## src/rtl/mips_pkg.sv

```systemverilog
// Shared MIPS pipeline package: MEM-stage state encoding, datapath widths and ALU-op codes.
package mips_pkg;

  localparam int MIPS_DATA_W      = 32;
  localparam int MIPS_REG_AW      = 5;
  localparam int MIPS_TIMEOUT_CYC = 255;

  typedef enum logic [1:0] {
    MS_IDLE = 2'd0,
    MS_MEM  = 2'd1,
    MS_WB   = 2'd2
  } ms_state_e;

  typedef enum logic [3:0] {
    ALU_ADD = 4'd0,
    ALU_SUB = 4'd1,
    ALU_AND = 4'd2,
    ALU_OR  = 4'd3,
    ALU_SLT = 4'd4,
    ALU_NOR = 4'd5
  } alu_op_e;

endpackage

```

## src/rtl/mem_timeout_ctr.sv

```systemverilog
// Memory wait-state watchdog: 8-bit counter held clear outside MEM, flags expiry on the LIMIT-th cycle.
// Only compiled when MEM_TIMEOUT_EN is defined.
`ifdef MEM_TIMEOUT_EN
module mem_timeout_ctr #(
  parameter int LIMIT = 255
) (
  input  logic clk,
  input  logic rst_n,
  input  logic clear,
  output logic expired
);

  logic [7:0] cnt_q;

  // cnt_q holds (cycles spent in MEM - 1), so the compare is against LIMIT-1
  assign expired = (cnt_q == 8'(LIMIT - 1));

  always_ff @(posedge clk or negedge rst_n) begin
    if (!rst_n) begin
      cnt_q <= '0;
    end else if (clear) begin
      cnt_q <= '0;
    end else if (!expired) begin
      cnt_q <= cnt_q + 8'd1;
    end
  end

endmodule
`endif

```

## src/rtl/mem_access_stage.sv

```systemverilog
// MEM stage: captures EX results, resolves beq, runs the dmem req/ack handshake, emits one writeback beat.
// Optional MEM_TIMEOUT_EN adds a watchdog that abandons an unacknowledged access.
module mem_access_stage
  import mips_pkg::*;
#(
  parameter int DATA_W      = MIPS_DATA_W,
  parameter int REG_AW      = MIPS_REG_AW,
  parameter int TIMEOUT_CYC = MIPS_TIMEOUT_CYC
) (
  input  logic              clk,
  input  logic              rst_n,
  input  logic              ex_valid,
  output logic              ex_ready,
  input  logic [DATA_W-1:0] alu_out,
  input  logic              alu_zero,
  input  logic [DATA_W-1:0] store_data,
  input  logic [REG_AW-1:0] dest_reg,
  input  logic              mem_read,
  input  logic              mem_write,
  input  logic              reg_write,
  input  logic              branch,
  input  logic [DATA_W-1:0] br_target_in,
  output logic              dmem_req,
  output logic              dmem_we,
  output logic [DATA_W-1:0] dmem_addr,
  output logic [DATA_W-1:0] dmem_wdata,
  input  logic              dmem_ack,
  input  logic [DATA_W-1:0] dmem_rdata,
  output logic              wb_valid,
  output logic              wb_reg_write,
  output logic [REG_AW-1:0] wb_reg,
  output logic [DATA_W-1:0] wb_data,
  output logic              br_taken,
  output logic [DATA_W-1:0] br_target,
  output logic              misalign_err,
  output ms_state_e         dbg_state
);

  // Handshake: EX transfers an instruction on a cycle where ex_valid & ex_ready are both high;
  // dmem_req rises the cycle after a memory accept and holds addr/we/wdata until the dmem_ack cycle.
  ms_state_e         state_q, state_d;
  logic              accept, is_mem, misaligned, go_mem, br_hit, timeout;
  logic              rw_q, ld_q, we_q, err_q, br_taken_q;
  logic [REG_AW-1:0] wb_reg_q;
  logic [DATA_W-1:0] wb_data_q, addr_q, wdata_q, br_target_q;

  assign ex_ready   = (state_q == MS_IDLE) || (state_q == MS_WB);
  assign accept     = ex_valid & ex_ready;
  assign is_mem     = mem_read | mem_write;
  assign misaligned = is_mem & (alu_out[1:0] != 2'b00);
  assign go_mem     = is_mem & ~misaligned;
  assign br_hit     = accept & branch & alu_zero;

`ifdef MEM_TIMEOUT_EN
  logic tmo_expired;

  mem_timeout_ctr #(.LIMIT(TIMEOUT_CYC)) u_timeout (
    .clk     (clk),
    .rst_n   (rst_n),
    .clear   (state_q != MS_MEM),
    .expired (tmo_expired)
  );

  // A same-cycle ack takes priority over expiry
  assign timeout = (state_q == MS_MEM) & tmo_expired & ~dmem_ack;
`else
  assign timeout = 1'b0;
`endif

  always_ff @(posedge clk or negedge rst_n) begin
    if (!rst_n) state_q <= MS_IDLE;
    else        state_q <= state_d;
  end

  always_comb begin
    state_d = state_q;
    unique case (state_q)
      MS_IDLE, MS_WB: begin
        if (accept) state_d = go_mem ? MS_MEM : MS_WB;
        else        state_d = MS_IDLE;
      end
      MS_MEM: begin
        if (dmem_ack || timeout) state_d = MS_WB;
      end
      default: state_d = MS_IDLE;
    endcase
  end

  always_ff @(posedge clk or negedge rst_n) begin
    if (!rst_n) begin
      rw_q        <= 1'b0;
      ld_q        <= 1'b0;
      we_q        <= 1'b0;
      err_q       <= 1'b0;
      br_taken_q  <= 1'b0;
      wb_reg_q    <= '0;
      wb_data_q   <= '0;
      addr_q      <= '0;
      wdata_q     <= '0;
      br_target_q <= '0;
    end else begin
      br_taken_q  <= br_hit;
      br_target_q <= br_hit ? br_target_in : '0;
      err_q       <= (accept & misaligned) | timeout;
      if (accept) begin
        wb_reg_q  <= dest_reg;
        wb_data_q <= alu_out;
        // Stores (including the read+write combination) and faulted accesses never write back
        rw_q      <= reg_write & ~mem_write & ~misaligned;
        ld_q      <= mem_read & ~mem_write;
        we_q      <= mem_write;
        addr_q    <= {alu_out[DATA_W-1:2], 2'b00};
        wdata_q   <= store_data;
      end else if (state_q == MS_MEM) begin
        if (dmem_ack && ld_q) wb_data_q <= dmem_rdata;
        if (timeout)          rw_q      <= 1'b0;
      end
    end
  end

  assign dmem_req     = (state_q == MS_MEM);
  assign dmem_we      = we_q;
  assign dmem_addr    = addr_q;
  assign dmem_wdata   = wdata_q;
  assign wb_valid     = (state_q == MS_WB);
  assign wb_reg_write = wb_valid & rw_q;
  assign wb_reg       = wb_reg_q;
  assign wb_data      = wb_data_q;
  assign br_taken     = br_taken_q;
  assign br_target    = br_target_q;
  assign misalign_err = err_q;
  assign dbg_state    = state_q;

endmodule
```

## config.mk

```make
export PLATFORM = sky130hd
export DESIGN_NAME = mem_access_stage
export DESIGN_NICKNAME = d
export VERILOG_FILES = /design/src/rtl/mips_pkg.sv /design/src/rtl/mem_timeout_ctr.sv /design/src/rtl/mem_access_stage.sv
export SDC_FILE = /design/constraint.sdc
export NUM_CORES = 1
export LEC_CHECK = 0
export ABC_AREA = 1
export ABC_CLOCK_PERIOD_IN_PS = 1500
export CAP_MARGIN = 15
export CELL_PAD_IN_SITES_DETAIL_PLACEMENT = 0
export CELL_PAD_IN_SITES_GLOBAL_PLACEMENT = 2
export CORE_MARGIN = 2
export CORE_UTILIZATION = 21
export CTS_CLUSTER_DIAMETER = 120
export DETAILED_ROUTE_END_ITERATION = 8
export PLACE_DENSITY_LB_ADDON = 0.1
export RECOVER_POWER = 100
export SLEW_MARGIN = 20
export SYNTH_ARGS = -nofsm -noshare
export SYNTH_HDL_FRONTEND = slang
export SYNTH_SLANG_ARGS = --single-unit
```

## constraint.sdc

```tcl
create_clock -name clk -period 1.5 [get_ports clk]
set_input_delay 0.3 -clock clk [delete_from_list [all_inputs] [get_ports clk]]
set_output_delay 0.3 -clock clk [all_outputs]
set_load 0.1 [all_outputs]
```

==> flow_summary.json <==
{
  "min_period_ns": 1.71,
  "drt_iter0_markers": 312,
  "fmax_ghz": 0.586,
  "yosys_warnings": 0,
  "fin_nets": 1089,
  "synth_xor_area_frac": 0,
  "whs_endpoint": "br_target[13]",
  "worstPathMaxFanout": 3,
  "yosysUniqueCellTypes": 18,
  "fin_util": 0.373,
  "hold_slack_ns": 0.397,
  "irDropWorstVdd_uv": 555,
  "critPathLaunchType": "register",
  "clk_path_buf_depth": 2,
  "cp.arrival_ns": 1.41,
  "setup_slack_ns": -0.206,
  "drive_gt1_frac": 0.243,
  "path_clk_slew_ns": 0.06,
  "grt.total_usage": 0.145,
  "final_cell_mix": "339 x nand2_1, 140 x clkdlybuf4s50_1, 136 x dfrtp_1, 99 x buf_4, 56 x clkbuf_4",
  "synth_simple_gate_area_share": 0.301,
  "drtPass1Iterations": 4,
  "num_rows": 58,
  "clkLatencyLatePin_ns": 0.41,
  "synth_compound_area_frac": 0.00300,
  "max_slew_margin": 0.603,
  "synth_top_cell_by_area": "dfrtp_1",
  "multi_input_area_mm2": 0.00173,
  "status": "finished with violations",
  "place.gp.congestion": 0.746,
  "hold_viol": 0,
  "max_stage_delay_ns": 0.53,
  "synth_top_family_by_area": "simple AND/OR/NAND/NOR gates",
  "leakagePower_nw": 5.01,
  "synthAdderAreaFrac": 0,
  "routedWlPerCell_um": 16.0,
  "yosys-mux-area-fraction": 0,
  "gr-total-overflow": 0,
  "grt_max_degree": 56,
  "p_per_area_mw_per_mm2": 1460,
  "r2r_cells": 9,
  "io_pins": 284,
  "drc_errors": 0,
  "die-area_mm2": 0.0272,
  "finalCritPeriodShare": 1.14,
  "drv_cap": 0,
  "dp_hpwl_mm": 14.6,
  "cp.required_ns": 1.20,
  "hold_start": "br_target_in[13]",
  "synth_top_area_share": 0.636,
  "ys_seq_elements": 138,
  "holdPathStages": 3,
  "via_per_inst": 3.99,
  "crit_path_cell_trace": "buf_6, nand2_4, clkinvlp_4, buf_12",
  "violations": "negative setup slack",
  "fp.coreArea_mm2": 0.0253,
  "num_vias": 5155,
  "rsz0062_at_grt": "yes",
  "die_h_um": 165,
  "syn_to_final_growth_pct": 73.5,
  "fillers": 2660,
  "netlist_area_mm2": 0.00543,
  "avgSynthCellArea_um2": 8.59,
  "antenna_found_initial": 1,
  "r2r-start": "dbg_state[0]",
  "finClkSkew_ns": 0.00736,
  "setup_viol_count_final": 71,
  "slowest_stage": "dfrtp_4",
  "syn_inst": 632,
  "clock_sinks": 138,
  "ctsHtreeMaxLevel": 4,
  "final_common_cell": "nand2_1",
  "end_kind": "output port",
  "routed_wl_mm": 20.6,
  "worst-slew-pin-transition_ns": 0.595,
  "cts_tree": "built",
  "yosysSeqAreaShare": 0.636,
  "cts_buffers": 17,
  "rrSetupSlack_ns": -0.12,
  "timing.rr.end": "wb_data[25]",
  "ff_latch_area_mm2": 0.00346,
  "start_util": 0.215,
  "yosys-top-cells-area": "dfrtp_1 64%, nand2_1 24%, nand3_1 3.1%",
  "cts-root-buf": "clkbuf_16",
  "drv_slew": 0,
  "hold_path.class": "in -> reg",
  "first_global_vias": 5347,
  "path_class": "reg -> out",
  "io_buffers": 281,
  "drtAntennaViolNets": 0,
  "grt_pass1_wl_mm": 29.9,
  "die_x_um": 165
}
-- layout make-up --
cell class / count / share of cell area
diodes: 2 / 0.000531
clock buffers: 18 / 0.0466
inverters: 39 / 0.0175
flip-flops and latches: 138 / 0.367
clock inverters: 13 / 0.0154
multi-input cells: 424 / 0.184
repair buffers: 327 / 0.325
well taps: 330 / 0.0438
-- per-layer routing --
metal | share of wire | vias to the layer above | wire length [um] | GRT usage
li1 | - | 2529 | - | -
met1 | 0.40 | 2420 | 8300 | 0.171
met2 | 0.48 | 194 | 9870 | 0.237
met3 | 0.11 | 12 | 2280 | 0.0733
met4 | 0.0091 | 0 | 188 | 0.0332
met5 | 0 | - | 0 | 0
-- power breakdown --
group          total, W  internal, W  switching [W]
sequential      0.00435      0.00412       0.000227
clock           0.00422      0.00250        0.00172
combinational   0.00515      0.00123        0.00392
total            0.0137      0.00785        0.00586
-- synth_stat cells, drive strengths merged --
library cell,n
nand3,34
inv,39
nor2,40
o22ai,1
a21oi,1
buf,26
o21ai,1
dfrtp,138
nand2,342
conb,1
clkbuf,7
nand4,1
and3,1
-- cell families (layout without fill, tap and decap cells) --
kind of cell,after synthesis,count (layout)
simple gates,418,419
buf+inv,72,397
other cells,1,4
flops,138,138
compound gates,3,3
-- how the worst max path moves through the flow --
stage	slack, ns	to	start
floorplan	-0.06	wb_reg_write	dbg_state[0]
global placement	-0.21	br_target[13]	ex_valid
detailed placement	-0.23	br_target[19]	ex_valid
CTS	-0.24	dmem_req	dbg_state[0]
global route	-0.26	dmem_req	dbg_state[0]
finish	-0.21	dmem_req	dbg_state[0]
-- worst max-delay path, delay by kind of cell, from the launching register on --
| family | cells | cell delay, ns |
|---|---|---|
| DFF | 1 | 0.53 |
| buffers and inverters | 3 | 0.40 |
| and+or+nand+nor | 1 | 0.06 |
-- through the flow --
| stage | setup WS [ns] | TNS (ns) | instance area, um^2 | power, W | std cells |
|---|---|---|---|---|---|
| finish | -0.206 | -3.27 | 9420 | 0.0137 | 1291 |
| global route | -0.257 | -10.41 | 9420 | 0.0143 | 1289 |
| floorplan | -0.0586 | -1.79 | 5480 | 0.00794 | 633 |
| CTS | -0.242 | -0.936 | 10900 | 0.0151 | 1277 |
| detailed placement | -0.230 | -18.30 | 10300 | 0.0107 | 1240 |
| global placement | -0.205 | -18.20 | 10300 | 0.0107 | 1240 |
-- timing repair --
item / 4_1_cts / 5_1_grt
hold buffers: 1 / 0
setup buffers: 5 / 5
hold endpoints to repair: 18 / 0
gates cloned: 0 / 7
setup endpoints to repair: 5 / 68
gates resized for setup: 4 / 22
pin swaps: 1 / 4
Power figures use the tool's default switching activity.
